File: config.mk
export PLATFORM = sky130hd
export DESIGN_NAME = pipereg_skid
export DESIGN_NICKNAME = d
export VERILOG_FILES = /design/src/rtl/pipereg_skid_pkg.sv /design/src/rtl/pipereg_skid_slot.sv /design/src/rtl/pipereg_skid.sv
export SDC_FILE = /design/constraint.sdc
export NUM_CORES = 1
export LEC_CHECK = 0
export CAP_MARGIN = 20
export CORE_MARGIN = 2
export CORE_UTILIZATION = 50
export CTS_BUF_LIST = sky130_fd_sc_hd__clkbuf_4 sky130_fd_sc_hd__clkbuf_8 sky130_fd_sc_hd__clkbuf_16
export CTS_CLUSTER_SIZE = 24
export DETAILED_ROUTE_END_ITERATION = 12
export PLACE_DENSITY = 0.8
export SLEW_MARGIN = 30
export SYNTH_ARGS = -nofsm -noshare
export SYNTH_HDL_FRONTEND = slang
export SYNTH_SLANG_ARGS = --single-unit
File: constraint.sdc
create_clock -name clk -period 5.2 [get_ports clk]
set_clock_uncertainty 0.2 [all_clocks]
set_input_delay 0.78 -clock clk [delete_from_list [all_inputs] [get_ports clk]]
set_output_delay 0.78 -clock clk [all_outputs]
set_load 0.02 [all_outputs]
File: src/rtl/pipereg_skid_pkg.sv
`default_nettype none
// ============================================================================
// Module : pipereg_skid_pkg
// Brief  : Shared encodings and stage-boundary width defaults for the
//          pipeline-stage register with skid buffer.
// Rev    : 1.0  initial release
// ============================================================================
package pipereg_skid_pkg;

    // Occupancy encodings; the FSM state value is the occupancy output.
    localparam logic [1:0] PIPEREG_OCC_EMPTY = 2'd0;
    localparam logic [1:0] PIPEREG_OCC_ONE   = 2'd1;
    localparam logic [1:0] PIPEREG_OCC_FULL  = 2'd2;

    typedef enum logic [1:0] {
        OCC_EMPTY = PIPEREG_OCC_EMPTY,
        OCC_ONE   = PIPEREG_OCC_ONE,
        OCC_FULL  = PIPEREG_OCC_FULL
    } occ_e;

    // Default control/payload widths for each stage boundary.
    localparam int IF_ID_CTRL_W   = 8;
    localparam int IF_ID_DATA_W   = 64;
    localparam int ID_EXE_CTRL_W  = 32;
    localparam int ID_EXE_DATA_W  = 128;
    localparam int EXE_MEM_CTRL_W = 16;
    localparam int EXE_MEM_DATA_W = 96;
    localparam int MEM_WB_CTRL_W  = 8;
    localparam int MEM_WB_DATA_W  = 64;

endpackage : pipereg_skid_pkg
`default_nettype wire

File: src/rtl/pipereg_skid_slot.sv
`default_nettype none
// ============================================================================
// Module : pipereg_slot
// Brief  : One {valid, ctrl, data} holding register. clear_all zeroes every
//          field, clear_ctrl zeroes valid and ctrl but keeps the payload,
//          load captures a new valid word. Priority: clear_all > clear_ctrl
//          > load.
// Rev    : 1.0  initial release
// ============================================================================
module pipereg_slot #(
    parameter int DATA_W = 128,
    parameter int CTRL_W = 32
) (
    input  logic              clk,
    input  logic              nrst,
    input  logic              load,
    input  logic              clear_ctrl,
    input  logic              clear_all,
    input  logic [CTRL_W-1:0] ld_ctrl,
    input  logic [DATA_W-1:0] ld_data,
    output logic              valid,
    output logic [CTRL_W-1:0] ctrl,
    output logic [DATA_W-1:0] data
);

    logic              valid_q, valid_d;
    logic [CTRL_W-1:0] ctrl_q,  ctrl_d;
    logic [DATA_W-1:0] data_q,  data_d;

    // Next-state select; ctrl is zeroed whenever the slot goes invalid.
    always_comb begin
        valid_d = valid_q;
        ctrl_d  = ctrl_q;
        data_d  = data_q;
        if (clear_all) begin
            valid_d = 1'b0;
            ctrl_d  = '0;
            data_d  = '0;
        end else if (clear_ctrl) begin
            valid_d = 1'b0;
            ctrl_d  = '0;
        end else if (load) begin
            valid_d = 1'b1;
            ctrl_d  = ld_ctrl;
            data_d  = ld_data;
        end
    end

    // Slot register with synchronous active-low reset.
    always_ff @(posedge clk) begin
        if (!nrst) begin
            valid_q <= 1'b0;
            ctrl_q  <= '0;
            data_q  <= '0;
        end else begin
            valid_q <= valid_d;
            ctrl_q  <= ctrl_d;
            data_q  <= data_d;
        end
    end

    assign valid = valid_q;
    assign ctrl  = ctrl_q;
    assign data  = data_q;

endmodule : pipereg_slot
`default_nettype wire

File: src/rtl/pipereg_skid.sv
`default_nettype none
// ============================================================================
// Module : pipereg_skid
// Brief  : Pipeline-stage register with valid/ready handshake and an
//          optional second (skid) entry so in_ready can come from a flop.
//          Holds the occupancy FSM, ready logic and bubble counter; the
//          storage lives in pipereg_slot instances (head, skid).
// Rev    : 1.0  initial release
// ============================================================================
module pipereg_skid
    import pipereg_skid_pkg::*;
#(
    parameter int DATA_W          = 128,
    parameter int CTRL_W          = 32,
    parameter int SKID            = 1,
    parameter int FLUSH_CTRL_ONLY = 1,
    parameter int CNT_W           = 16
) (
    input  logic              clk,
    input  logic              nrst,
    input  logic              flush,
    input  logic              in_valid,
    output logic              in_ready,
    input  logic [DATA_W-1:0] in_data,
    input  logic [CTRL_W-1:0] in_ctrl,
    output logic              out_valid,
    input  logic              out_ready,
    output logic [DATA_W-1:0] out_data,
    output logic [CTRL_W-1:0] out_ctrl,
    output logic [1:0]        occupancy,
    output logic [CNT_W-1:0]  bubble_cnt
);

    localparam logic [CNT_W-1:0] CNT_ONE = CNT_W'(1);
    localparam logic [CNT_W-1:0] CNT_MAX = '1;

    occ_e              occ_q, occ_d;
    logic [CNT_W-1:0]  bubble_q, bubble_d;

    logic              push, pop;
    logic              head_load, head_clr_ctrl, head_clr_all;
    logic              skid_load, skid_clr;
    logic              head_valid;
    logic              skid_valid;
    logic [CTRL_W-1:0] skid_ctrl;
    logic [DATA_W-1:0] skid_data;
    logic [CTRL_W-1:0] head_ld_ctrl;
    logic [DATA_W-1:0] head_ld_data;

    assign push = in_valid & in_ready;
    assign pop  = head_valid & out_ready;

    // The head refills from the skid entry when one is parked, else from in_*.
    assign head_ld_ctrl = skid_valid ? skid_ctrl : in_ctrl;
    assign head_ld_data = skid_valid ? skid_data : in_data;

    // Occupancy FSM register.
    always_ff @(posedge clk) begin
        if (!nrst) begin
            occ_q <= OCC_EMPTY;
        end else begin
            occ_q <= occ_d;
        end
    end

    // Next occupancy and slot controls; flush outranks the handshake and
    // drops any push in the same cycle.
    always_comb begin
        occ_d         = occ_q;
        head_load     = 1'b0;
        head_clr_ctrl = 1'b0;
        head_clr_all  = 1'b0;
        skid_load     = 1'b0;
        skid_clr      = 1'b0;
        if (flush) begin
            occ_d         = OCC_EMPTY;
            head_clr_ctrl = 1'b1;
            head_clr_all  = (FLUSH_CTRL_ONLY == 0);
            skid_clr      = 1'b1;
        end else begin
            case (occ_q)
                OCC_EMPTY: begin
                    if (push) begin
                        head_load = 1'b1;
                        occ_d     = OCC_ONE;
                    end
                end
                OCC_ONE: begin
                    if (push && pop) begin
                        head_load = 1'b1;
                    end else if (push) begin
                        skid_load = 1'b1;
                        occ_d     = OCC_FULL;
                    end else if (pop) begin
                        head_clr_ctrl = 1'b1;
                        occ_d         = OCC_EMPTY;
                    end
                end
                OCC_FULL: begin
                    if (pop) begin
                        head_load = 1'b1;
                        skid_clr  = 1'b1;
                        occ_d     = OCC_ONE;
                    end
                end
                default: begin
                    occ_d = OCC_EMPTY;
                end
            endcase
        end
    end

    pipereg_slot #(
        .DATA_W (DATA_W),
        .CTRL_W (CTRL_W)
    ) u_head (
        .clk        (clk),
        .nrst       (nrst),
        .load       (head_load),
        .clear_ctrl (head_clr_ctrl),
        .clear_all  (head_clr_all),
        .ld_ctrl    (head_ld_ctrl),
        .ld_data    (head_ld_data),
        .valid      (head_valid),
        .ctrl       (out_ctrl),
        .data       (out_data)
    );

    generate
        if (SKID != 0) begin : g_skid
            logic in_ready_q, in_ready_d;

            // Ready is precomputed from the next state so it is a bare flop.
            always_comb begin
                in_ready_d = (occ_d != OCC_FULL);
            end

            // Registered upstream ready; no path from out_ready.
            always_ff @(posedge clk) begin
                if (!nrst) begin
                    in_ready_q <= 1'b1;
                end else begin
                    in_ready_q <= in_ready_d;
                end
            end

            assign in_ready = in_ready_q;

            pipereg_slot #(
                .DATA_W (DATA_W),
                .CTRL_W (CTRL_W)
            ) u_skid (
                .clk        (clk),
                .nrst       (nrst),
                .load       (skid_load),
                .clear_ctrl (skid_clr),
                .clear_all  (head_clr_all),
                .ld_ctrl    (in_ctrl),
                .ld_data    (in_data),
                .valid      (skid_valid),
                .ctrl       (skid_ctrl),
                .data       (skid_data)
            );
        end else begin : g_no_skid
            // Single register: accept when empty or when the head leaves now.
            assign in_ready   = ~head_valid | out_ready;
            assign skid_valid = 1'b0;
            assign skid_ctrl  = '0;
            assign skid_data  = '0;
        end
    endgenerate

    // Saturating bubble count; only reset clears it, flush does not.
    always_comb begin
        bubble_d = bubble_q;
        if (out_ready && !head_valid && (bubble_q != CNT_MAX)) begin
            bubble_d = bubble_q + CNT_ONE;
        end
    end

    // Bubble counter register.
    always_ff @(posedge clk) begin
        if (!nrst) begin
            bubble_q <= '0;
        end else begin
            bubble_q <= bubble_d;
        end
    end

    assign out_valid  = head_valid;
    assign occupancy  = occ_q;
    assign bubble_cnt = bubble_q;

endmodule : pipereg_skid
`default_nettype wire
# Word-level counts from Yosys, hierarchy flattened
# Cells that the tools add are included.
# classes
n_addsub	1
multipliers	0
div	0
magnitude_cmp	0
n_eq_ne	4
shift	0
muxes	23
bitwise_logic	5
n_reduce_logical	9
# op_table
op	n
$mux 128	1
$mux 32	1
$add 16x1->16 const B	1
$ne 16x16->1 const B	1
$mux 1	13
$mux 2	6
$pmux 2 s3	1
$reduce_and 2->1	2
$reduce_or 2->1	2
$logic_and 1x1->1	3
$not 1->1	3
$pmux 1 s3	1
$and 1x1->1	2
$eq 2x1->1 const B	1
$eq 2x2->1 const B	1
$logic_not 2->1	1
$ne 2x2->1 const B	1
$logic_not 1->1	1
# totals
regBits	341
latch_bits	0
mem_bits_rw	0
romBits	0
in_bits	165
word_cells	51
n_memories	0

# Logic depth before layout (Yosys ltp)
# Gate-level depths: netlist of the first run.
# depth
ltp_word	8
ltp_mapped	8
depth_no_buf	5

# By module
# From an unflattened synthesis of the first run, not the netlist that was laid out.
# unflattened
hier_cells	1635
area_unflattened_um2	14222.4
# modules_own_cells
mod	instances	cells_each	area_per_inst_um2	seq_area_each_um2
pipereg_slot	2	665	5627.9	3223.1
pipereg_skid	1	305	2966.6	380.4

# Worst setup path before layout of the first run
# OpenSTA, ideal clock, no wires.
# synth_timing
path_kind	input to register
start	in in_valid
end	reg u_head.data_q[100], in the netlist u_head.data[100]
setup_ns	0.085
arrival_time_ns	2.054
t_required_ns	4.915
path_slack_ns	2.861
path_stages	8
path_cell_list	nand4_1 o211a_1 buf_2 or2_1 buf_2 buf_6 buf_6 o31ai_2
# synth_via
elab_chain_len	7
word_cells_on_any_way	12
cone_classes	8 x mux; 2 x bitwise; 2 x reduce/logical
# synth_lines
item	line_no	text
from (decl)	pipereg_skid.sv:22	input logic in_valid,
$and 1x1->1 (*)	pipereg_skid.sv:50	assign push = in_valid & in_ready;
$mux 1 / $logic_and 1x1->1 (equally long branches)	pipereg_skid.sv:91, pipereg_skid.sv:89	
$mux 1	pipereg_skid.sv:89	if (push && pop) begin
$mux 1	pipereg_skid.sv:81	case (occ_q)
$mux 1	pipereg_skid.sv:75	if (flush) begin
$not 1->1 (no line)	n/a	
$reduce_and 2->1 (no line) (*)	n/a	
to (signal assigned)	pipereg_skid_slot.sv:58	data_q <= data_d;
to (decl)	pipereg_skid_slot.sv:28	logic [DATA_W-1:0] data_q, data_d;
# Mark *: on every way between the ends. The rest lies on a longest branch, timed or not.
# A chain may end at the register's enable or synchronous reset.

# Final worst setup path of the first run
# layout_timing
start	in out_ready
end	reg g_skid.u_skid.data_q[113], in the netlist g_skid.u_skid.data[113]
# layout_via
elab_chain_len	6
word_cells_on_any_way	10
cone_classes	6 x mux; 2 x bitwise; 2 x reduce/logical
# layout_lines
item	line_no	text
from (decl)	pipereg_skid.sv:27	input logic out_ready,
$and 1x1->1 (*)	pipereg_skid.sv:51	assign pop = head_valid & out_ready;
$logic_and 1x1->1 / $mux 1 (equally long branches)	pipereg_skid.sv:89, pipereg_skid.sv:100	
$mux 1, on equally long branches	pipereg_skid.sv:89, pipereg_skid.sv:81	
$mux 1, on equally long branches	pipereg_skid.sv:81, pipereg_skid.sv:75	
$mux 1 / $not 1->1 (equally long branches)	n/a	
$reduce_and 2->1 (no line) (*)	n/a	
to (signal assigned)	pipereg_skid_slot.sv:58	
to (decl)	pipereg_skid_slot.sv:28	
# Marks and branches as above.

==> results of run 1 <==
[metrics by stage]
step                cell area (µm²)  util, %  hold slack [ns]
floorplan                     14600        -            0.236
global placement              18100     62.9            0.241
detailed placement            18100     62.9            0.246
CTS                           19300     67.1            0.254
global route                  19300     67.1            0.271
finish                        19300     67.1            0.252
[area by class of cell]
| class | instances | area, µm² |
|---|---|---|
| Fill cell | 2302 | 9460 |
| Multi-Input combinational cell | 1058 | 7120 |
| Sequential cell | 341 | 6830 |
| Timing Repair Buffer | 360 | 3660 |
| Clock buffer | 52 | 1090 |
| Tap cell | 384 | 480 |
| Clock inverter | 10 | 104 |
| Inverter | 6 | 30.0 |
| Antenna cell | 1 | 2.50 |
[Yosys cell counts (2+ instances only)]
master / n / area, µm²
dfxtp_1: 341 / 6830
nand2_1: 328 / 1230
a21oi_1: 170 / 851
mux2i_1: 165 / 1650
o211ai_1: 128 / 961
clkbuf_1: 125 / 469
o31ai_2: 89 / 1110
o31ai_1: 43 / 323
nor4_1: 37 / 231
a31o_2: 32 / 280
buf_2: 24 / 120
buf_6: 10 / 113
nand2b_1: 7 / 43.8
nand3_1: 7 / 35.0
nor2_1: 7 / 26.3
nand4_1: 6 / 37.5
or4_1: 6 / 45.0
inv_1: 5 / 18.8
o21ai_0: 5 / 25.0
or3_1: 5 / 31.3
buf_1: 3 / 11.3
nor3_1: 3 / 15.0
a21o_1: 2 / 15.0
a31oi_1: 2 / 12.5
and3_1: 2 / 12.5
[worst max-delay path by stage]
stage | startpoint | to | slack (ns) | cells past startpoint
6_report | out_ready | g_skid.u_skid.data[113]$_SDFFE_PN0P_ | 2.17 | 6
2_1_floorplan | in_valid | u_head.data[100]$_SDFFE_PN0P_ | 2.86 | 8
3_5_place_dp | out_ready | g_skid.u_skid.ctrl[28]$_SDFFE_PP0P_ | 1.73 | 6
5_1_grt | out_ready | g_skid.u_skid.data[112]$_SDFFE_PN0P_ | 2.07 | 6
3_3_place_gp | out_ready | g_skid.u_skid.data[74]$_SDFFE_PN0P_ | 1.85 | 6
4_1_cts | out_ready | g_skid.u_skid.data[113]$_SDFFE_PN0P_ | 2.20 | 6
[kinds of logic after synthesis]
logic type / after synthesis / synth area share (%)
xor+xnor: 1 / 0.0598
simple gates: 417 / 12.2
compound gates: 474 / 24.7
mux: 165 / 11.3
fa+ha+maj: 1 / 0.0854
buf+inv: 168 / 5.03
flops: 341 / 46.6
[critical path: cells and delay by family]
family,cells,cell delay [ns]
simple gates,3,1.19
buf+inv,2,1.00
compound gates,1,0.18
[layer usage]
metal | share of wire (%) | routed length [µm]
met2 | 47 | 19800
met3 | 7.4 | 3100
met4 | 4.1 | 1710
met1 | 41 | 17200
met5 | 0 | 0
[layout by cell type, fill, tap and decap left out, types with 32 or more instances in the layout]
cell / n
clkdlybuf4s50_1: 342
dfxtp_1: 340
nand2_1: 328
a21oi_1: 169
mux2i_1: 165
o211ai_1: 128
o31ai_2: 89
o31ai_1: 43
nor4_1: 37
clkbuf_16: 37
a31o_2: 32
[flip-flops by register name, summed over array words and instances, names as in the netlist]
register	flops
u_head.valid	1
occupancy	2
u_head.data	128
g_skid.u_skid.valid	1
g_skid.u_skid.data	128
u_head.ctrl	32
bubble_cnt	16
in_ready	1
g_skid.u_skid.ctrl	32
[where the power goes]
part / internal, W / switching, W / total [W]
clock network: 0.00156 / 0.00103 / 0.00259
logic: 0.000311 / 0.000403 / 0.000714
registers: 0.00269 / 0.0000449 / 0.00273
total: 0.00456 / 0.00148 / 0.00604
==> metrics.md, run 1 <==
| Metric | Value |
|---|---|
| Status | `finished clean` |
| Layout cells sized above 1 | `a little under an eighth` |
| Initial antenna violation count | `2` |
| Number of global-route vias before repair | `between 10,000 and 15,000` |
| Register bit total from synthesis | `around 340` |
| Post-synthesis async set-or-reset flop share | `0%` |
| Starting density of the core | `50.9%` |
| Slew @ Worst Pin | `approximately 0.96 ns` |
| Inst Count DP | `between 2,000 and 2,500` |
| Syn_nets | `about 1,700` |
| RSZ-0062 raised after global routing | `no` |
| Leakage | `a little over 6 nW` |
| Dpl hpwl | `about 25 mm` |
| DRT Wirelength | `41.8 mm` |
| I/O pin count | `around 350` |
| Critical-path cell list | `clkdlybuf4s50_1 -> and2_1 -> or4_4 -> buf_12 -> nand2_1 -> a21oi_1` |
| DRC | `0` |
| Pin count of the biggest net entering global routing | `about 160` |
| WL/cell | `18.9 µm` |
| Setup CP Type | `in -> reg` |
| Hold endpoint | `g_skid.u_skid.ctrl[3]$_SDFFE_PP0P_` |
| Final Setup Violations | `0` |
| Largest stage delay, worst path | `0.77 ns` |
| CP max FO | `a little under 90` |
| Hold depth | `2` |
| HP Start | `g_skid.u_skid.ctrl[3]$_SDFFE_PP0P_` |
| Slowest CP cell | `or4_4` |
| Port Buf Inserts | `344` |
| Skew-Pair Late Insertion Delay | `0.50 ns` |
| Via density | `around 5.8` |
| Critical R2R Launch | `u_head.valid$_SDFFE_PP0P_` |
| Total power | `just over 0.006 W` |
| Total CTS buffers | `37` |
| Max clock buf depth | `3` |
| EDFF count, synth | `0` |
| GRT overflow | `0` |
| Ys Warns | `0` |
| Max VDD drop | `roughly 0.00022 V` |
| GR Util met1 | `between 30 and 40%` |
| Clk sinks | `approximately 340` |
| GR peak layer | `met2` |
| Achievable Freq | `~330 MHz` |
| Die width | `approximately 180 µm` |
| HP Class | `reg -> reg` |
| Htree depth | `2` |
| Placement Setup Slack | `between 1.5 and 2 ns` |
| Worst setup EP type | `flip-flop` |
| CTS root buffer | `clkbuf_16` |
| Avg Synthesized Cell Area | `9.34 µm²` |
| Met2 Use GR | `43.6%` |
| Ys flop type | `dfxtp_1` |
| Sequential fraction of the synthesis area | `46.6%` |
| Maxcap violations | `0` |
| Reg2reg end | `g_skid.u_skid.data[113]$_SDFFE_PN0P_` |
| Final worst setup slack | `about 2.2 ns` |
| R2R Setup Slk | `about 2.5 ns` |
| Die area | `slightly above 30,000 µm²` |
| Count of different cell masters after synthesis | `40` |
| Final hold vios | `0` |
| Area of the core | `28,800 µm²` |
| Max-slew violation count | `0` |
| M3 GR Usage | `under 10%` |
| Clock tree from TritonCTS | `yes` |
| Pre-antenna DRT Iters | `8` |
| Fin cells | `2,212` |
| CTS Hold Buffers Added | `0` |
| Critical path data arrival time | `approximately 3.3 ns` |
| Slew HR | `a little over a third` |
| First-pass GRT wire length | `around 66 mm` |
| Die Y | `175 µm` |
| Min Tclk post-route | `3.03 ns` |
| Post-CTS setup buffer count | `0` |
| TNS Setup | `0 ns` |
| Vias | `12,900` |
| Layout Area Growth over Synthesis | `32.0%` |
| Period utilisation layout | `58.3%` |
| Post-cts sizing count | `0` |
| Critical path launch point type | `input port` |
| Final ANT Viol Nets | `0` |
| Iteration-0 DRC Markers | `948` |
| Synthesized area | `14,600 µm²` |
| Data required, critical path | `approximately 5.4 ns` |
| Rows | `62` |
| Mapped Cells | `1,567` |
| Cell Pwr Density | `about 310 nW/µm²` |
| Tot GR Track Use | `a little over a quarter` |
| Gpl congestion | `approximately 0.8` |
| Worst-path clk slew | `approximately 0.06 ns` |
| R2R depth | `5` |
| Nets | `roughly 2,000` |
(Power assumes the default switching activity.)
==> run 2, diff against run 1 <==
--- a/config.mk
+++ b/config.mk
@@ -7,11 +7,11 @@
 export LEC_CHECK = 0
 export CAP_MARGIN = 20
 export CORE_MARGIN = 2
-export CORE_UTILIZATION = 50
+export CORE_UTILIZATION = 45
 export CTS_BUF_LIST = sky130_fd_sc_hd__clkbuf_4 sky130_fd_sc_hd__clkbuf_8 sky130_fd_sc_hd__clkbuf_16
 export CTS_CLUSTER_SIZE = 24
 export DETAILED_ROUTE_END_ITERATION = 12
-export PLACE_DENSITY = 0.8
+export PLACE_DENSITY = 0.76
 export SLEW_MARGIN = 30
 export SYNTH_ARGS = -nofsm -noshare
 export SYNTH_HDL_FRONTEND = slang
==> constraint.sdc (replaced) <==
create_clock -name clk -period 2.6 [get_ports clk]
set_clock_uncertainty 0.2 [all_clocks]
set_input_delay 0.39 -clock clk [delete_from_list [all_inputs] [get_ports clk]]
set_output_delay 0.39 -clock clk [all_outputs]
set_load 0.02 [all_outputs]
==> run 2 against run 1 <==
Net effect: largest cell class unchanged; total power is 98% higher; register-to-register slack worse by 2.2 ns; clock power is 93% higher; non-clock buffer count is 41 higher; die area is 11% higher; sequential share of layout area is 0.96 points lower; via count is 1.4% higher; flip-flop and latch count stayed put; wire length is 1.0% higher; setup slack worse by 1.9 ns.
==> metrics.md, run 2 (synthesis gave the netlist of run 1 again) <==
| Metric | Value |
|---|---|
| Status | `finished clean` |
| Via density | `about 5.7` |
| Combinational share of power | `around an eighth` |
| Post-CTS setup buffer count | `0` |
| Die Y | `roughly 180 µm` |
| M3 GR Usage | `6.20%` |
| Tot GR Track Use | `between 20% and 30%` |
| Fillcell total | `~2,700` |
| Initial antenna violation count | `1` |
| Layout cells sized above 1 | `a little over an eighth` |
| Gpl congestion | `just over 0.8` |
| Final Setup Violations | `0` |
| CP max FO | `8` |
| Nets | `between 2,000 and 2,500` |
| Total CTS buffers | `36` |
| First-pass GRT wire length | `approximately 65 mm` |
| Number of global-route vias before repair | `12,400` |
| Fin cells | `2,310` |
| Critical path launch point type | `flip-flop` |
| Vias | `around 13,000` |
| Slew HR | `a little under half` |
| GR Util met1 | `a little under a third` |
| Setup CP Type | `reg -> out` |
| Final instance area | `roughly 20,000 µm²` |
| Clock power frac | `a little over two fifths` |
| Worst setup EP type | `output port` |
| Finished Core Util | `around three fifths` |
| Met2 Use GR | `between 30% and 40%` |
| Critical path data arrival time | `around 1.8 ns` |
| Internal power | `~0.009 W` |
| Slew @ Worst Pin | `0.788 ns` |
| Skew-Pair Late Insertion Delay | `0.50 ns` |
| Post-cts sizing count | `0` |
| Period utilisation layout | `roughly nine tenths` |
| Max-slew violation count | `0` |
| Pre-antenna DRT Iters | `5` |
| Seq pwr share | `~46%` |
| Area of the core | `~32,000 µm²` |
| DRC | `0` |
| Dpl hpwl | `about 27 mm` |
| Slowest CP cell | `clkdlybuf4s50_1` |
| CTS root buffer | `clkbuf_16` |
| Final worst setup slack | `between 0.2 and 0.25 ns` |
| Sw Share | `about a quarter` |
| Layout Area Growth over Synthesis | `35.7%` |
| Starting density of the core | `between 40% and 50%` |
| Worst path top cell family by delay | `buffers and inverters` |
| Buf/Inv on CP | `1` |
| Min Tclk post-route | `2.38 ns` |
| Commonest non-fill, non-tap cells in the layout | `342 x clkdlybuf4s50_1, 340 x dfxtp_1, 328 x nand2_1` |
| Achievable Freq | `approximately 420 MHz` |
| Leakage | `between 6 and 7 nW` |
| Final ANT Viol Nets | `0` |
| Storage element area | `a little under 7000 µm²` |
| Rows | `66` |
| Placement Setup Slack | `-0.0695 ns` |
| HP Class | `in -> reg` |
| Dpl cell area | `18,700 µm²` |
| Data required, critical path | `~2.0 ns` |
| DRT Wirelength | `42.2 mm` |
| Die area | `around 34,000 µm²` |
| I/O pin count | `between 300 and 400` |
| Worst-path clk slew | `roughly 0.06 ns` |
| RSZ-0062 raised after global routing | `no` |
| Die width | `approximately 180 µm` |
| GR peak layer | `met2` |
| Clk sinks | `about 340` |
| Max clock buf depth | `3` |
| Inst Count DP | `~2,200` |
| Iteration-0 DRC Markers | `between 800 and 900` |
| WL/cell | `approximately 18 µm` |
| Pin count of the biggest net entering global routing | `around 150` |
| Commonest non-fill, non-tap cell in the layout | `clkdlybuf4s50_1` |
| TNS Setup | `0 ns` |
| Largest stage delay, worst path | `~0.74 ns` |
| Max VDD drop | `between 0.0004 and 0.0005 V` |
| CTS Hold Buffers Added | `0` |
| NetSw | `just under 0.003 W` |
| Cell Pwr Density | `between 600 and 700 nW/µm²` |
| Htree depth | `2` |
| GRT overflow | `0` |
| Critical-path cell list | `clkdlybuf4s50_1` |
| Maxcap violations | `0` |
| Multi-input logic area | `around 7100 µm²` |
| Port Buf Inserts | `between 300 and 400` |
| Final hold vios | `0` |
| Clock tree from TritonCTS | `yes` |
[run 2: cell types whose count changed in the layout (fill, tap and decap cells not counted), sizes merged]
cell / previous run / this run
buf: 18 / 59
bufinv: 2 / 0
clkbuf: 52 / 58
clkinv: 8 / 3
[run 2: path summary, 6_finish.rpt]
kind | startpoint | end | slack, ns | cells past startpoint
max | u_head.valid$_SDFFE_PP0P_ | out_valid | 0.22 | 1
min | flush | u_head.data[7]$_SDFFE_PN0P_ | 0.13 | 3
max reg2reg | u_head.valid$_SDFFE_PP0P_ | u_head.data[5]$_SDFFE_PN0P_ | 0.37 | 5
min reg2reg | g_skid.u_skid.data[121]$_SDFFE_PN0P_ | g_skid.u_skid.data[121]$_SDFFE_PN0P_ | 0.25 | 2
[run 2: cell type report]
| class | instances | share of cell area [%] |
|---|---|---|
| antenna | 1 | 0.0126 |
| clock buffer | 58 | 5.71 |
| clock inverter | 3 | 0.0756 |
| inverter | 6 | 0.151 |
| multi-input combinational | 1058 | 35.8 |
| sequential | 341 | 34.4 |
| tap | 442 | 2.78 |
| timing repair buffer | 401 | 21.1 |
[run 2: metal layers]
metal  vias up  routed length, µm
li1       6262                  -
met1      6267              17700
met2       447              19800
met3        86               3350
met4         0               1370
met5         -                  0
[run 2: per-stage QoR]
stage                     hold slack (ns)  total power, W
final                               0.132          0.0120
after global routing                0.137          0.0124
after CTS                           0.111          0.0121
after detailed placement            0.246         0.00709
after global placement              0.241         0.00707
after floorplan                     0.236         0.00631
[run 2: power by group through the flow]
| stage | clock network [W] | registers [W] | logic (W) |
|---|---|---|---|
| floorplan | 0 | 0.00572 | 0.000591 |
| global placement | 0 | 0.00558 | 0.00149 |
| detailed placement | 0 | 0.00558 | 0.00151 |
| CTS | 0.00510 | 0.00547 | 0.00151 |
| global route | 0.00531 | 0.00549 | 0.00161 |
| finish | 0.00499 | 0.00547 | 0.00151 |
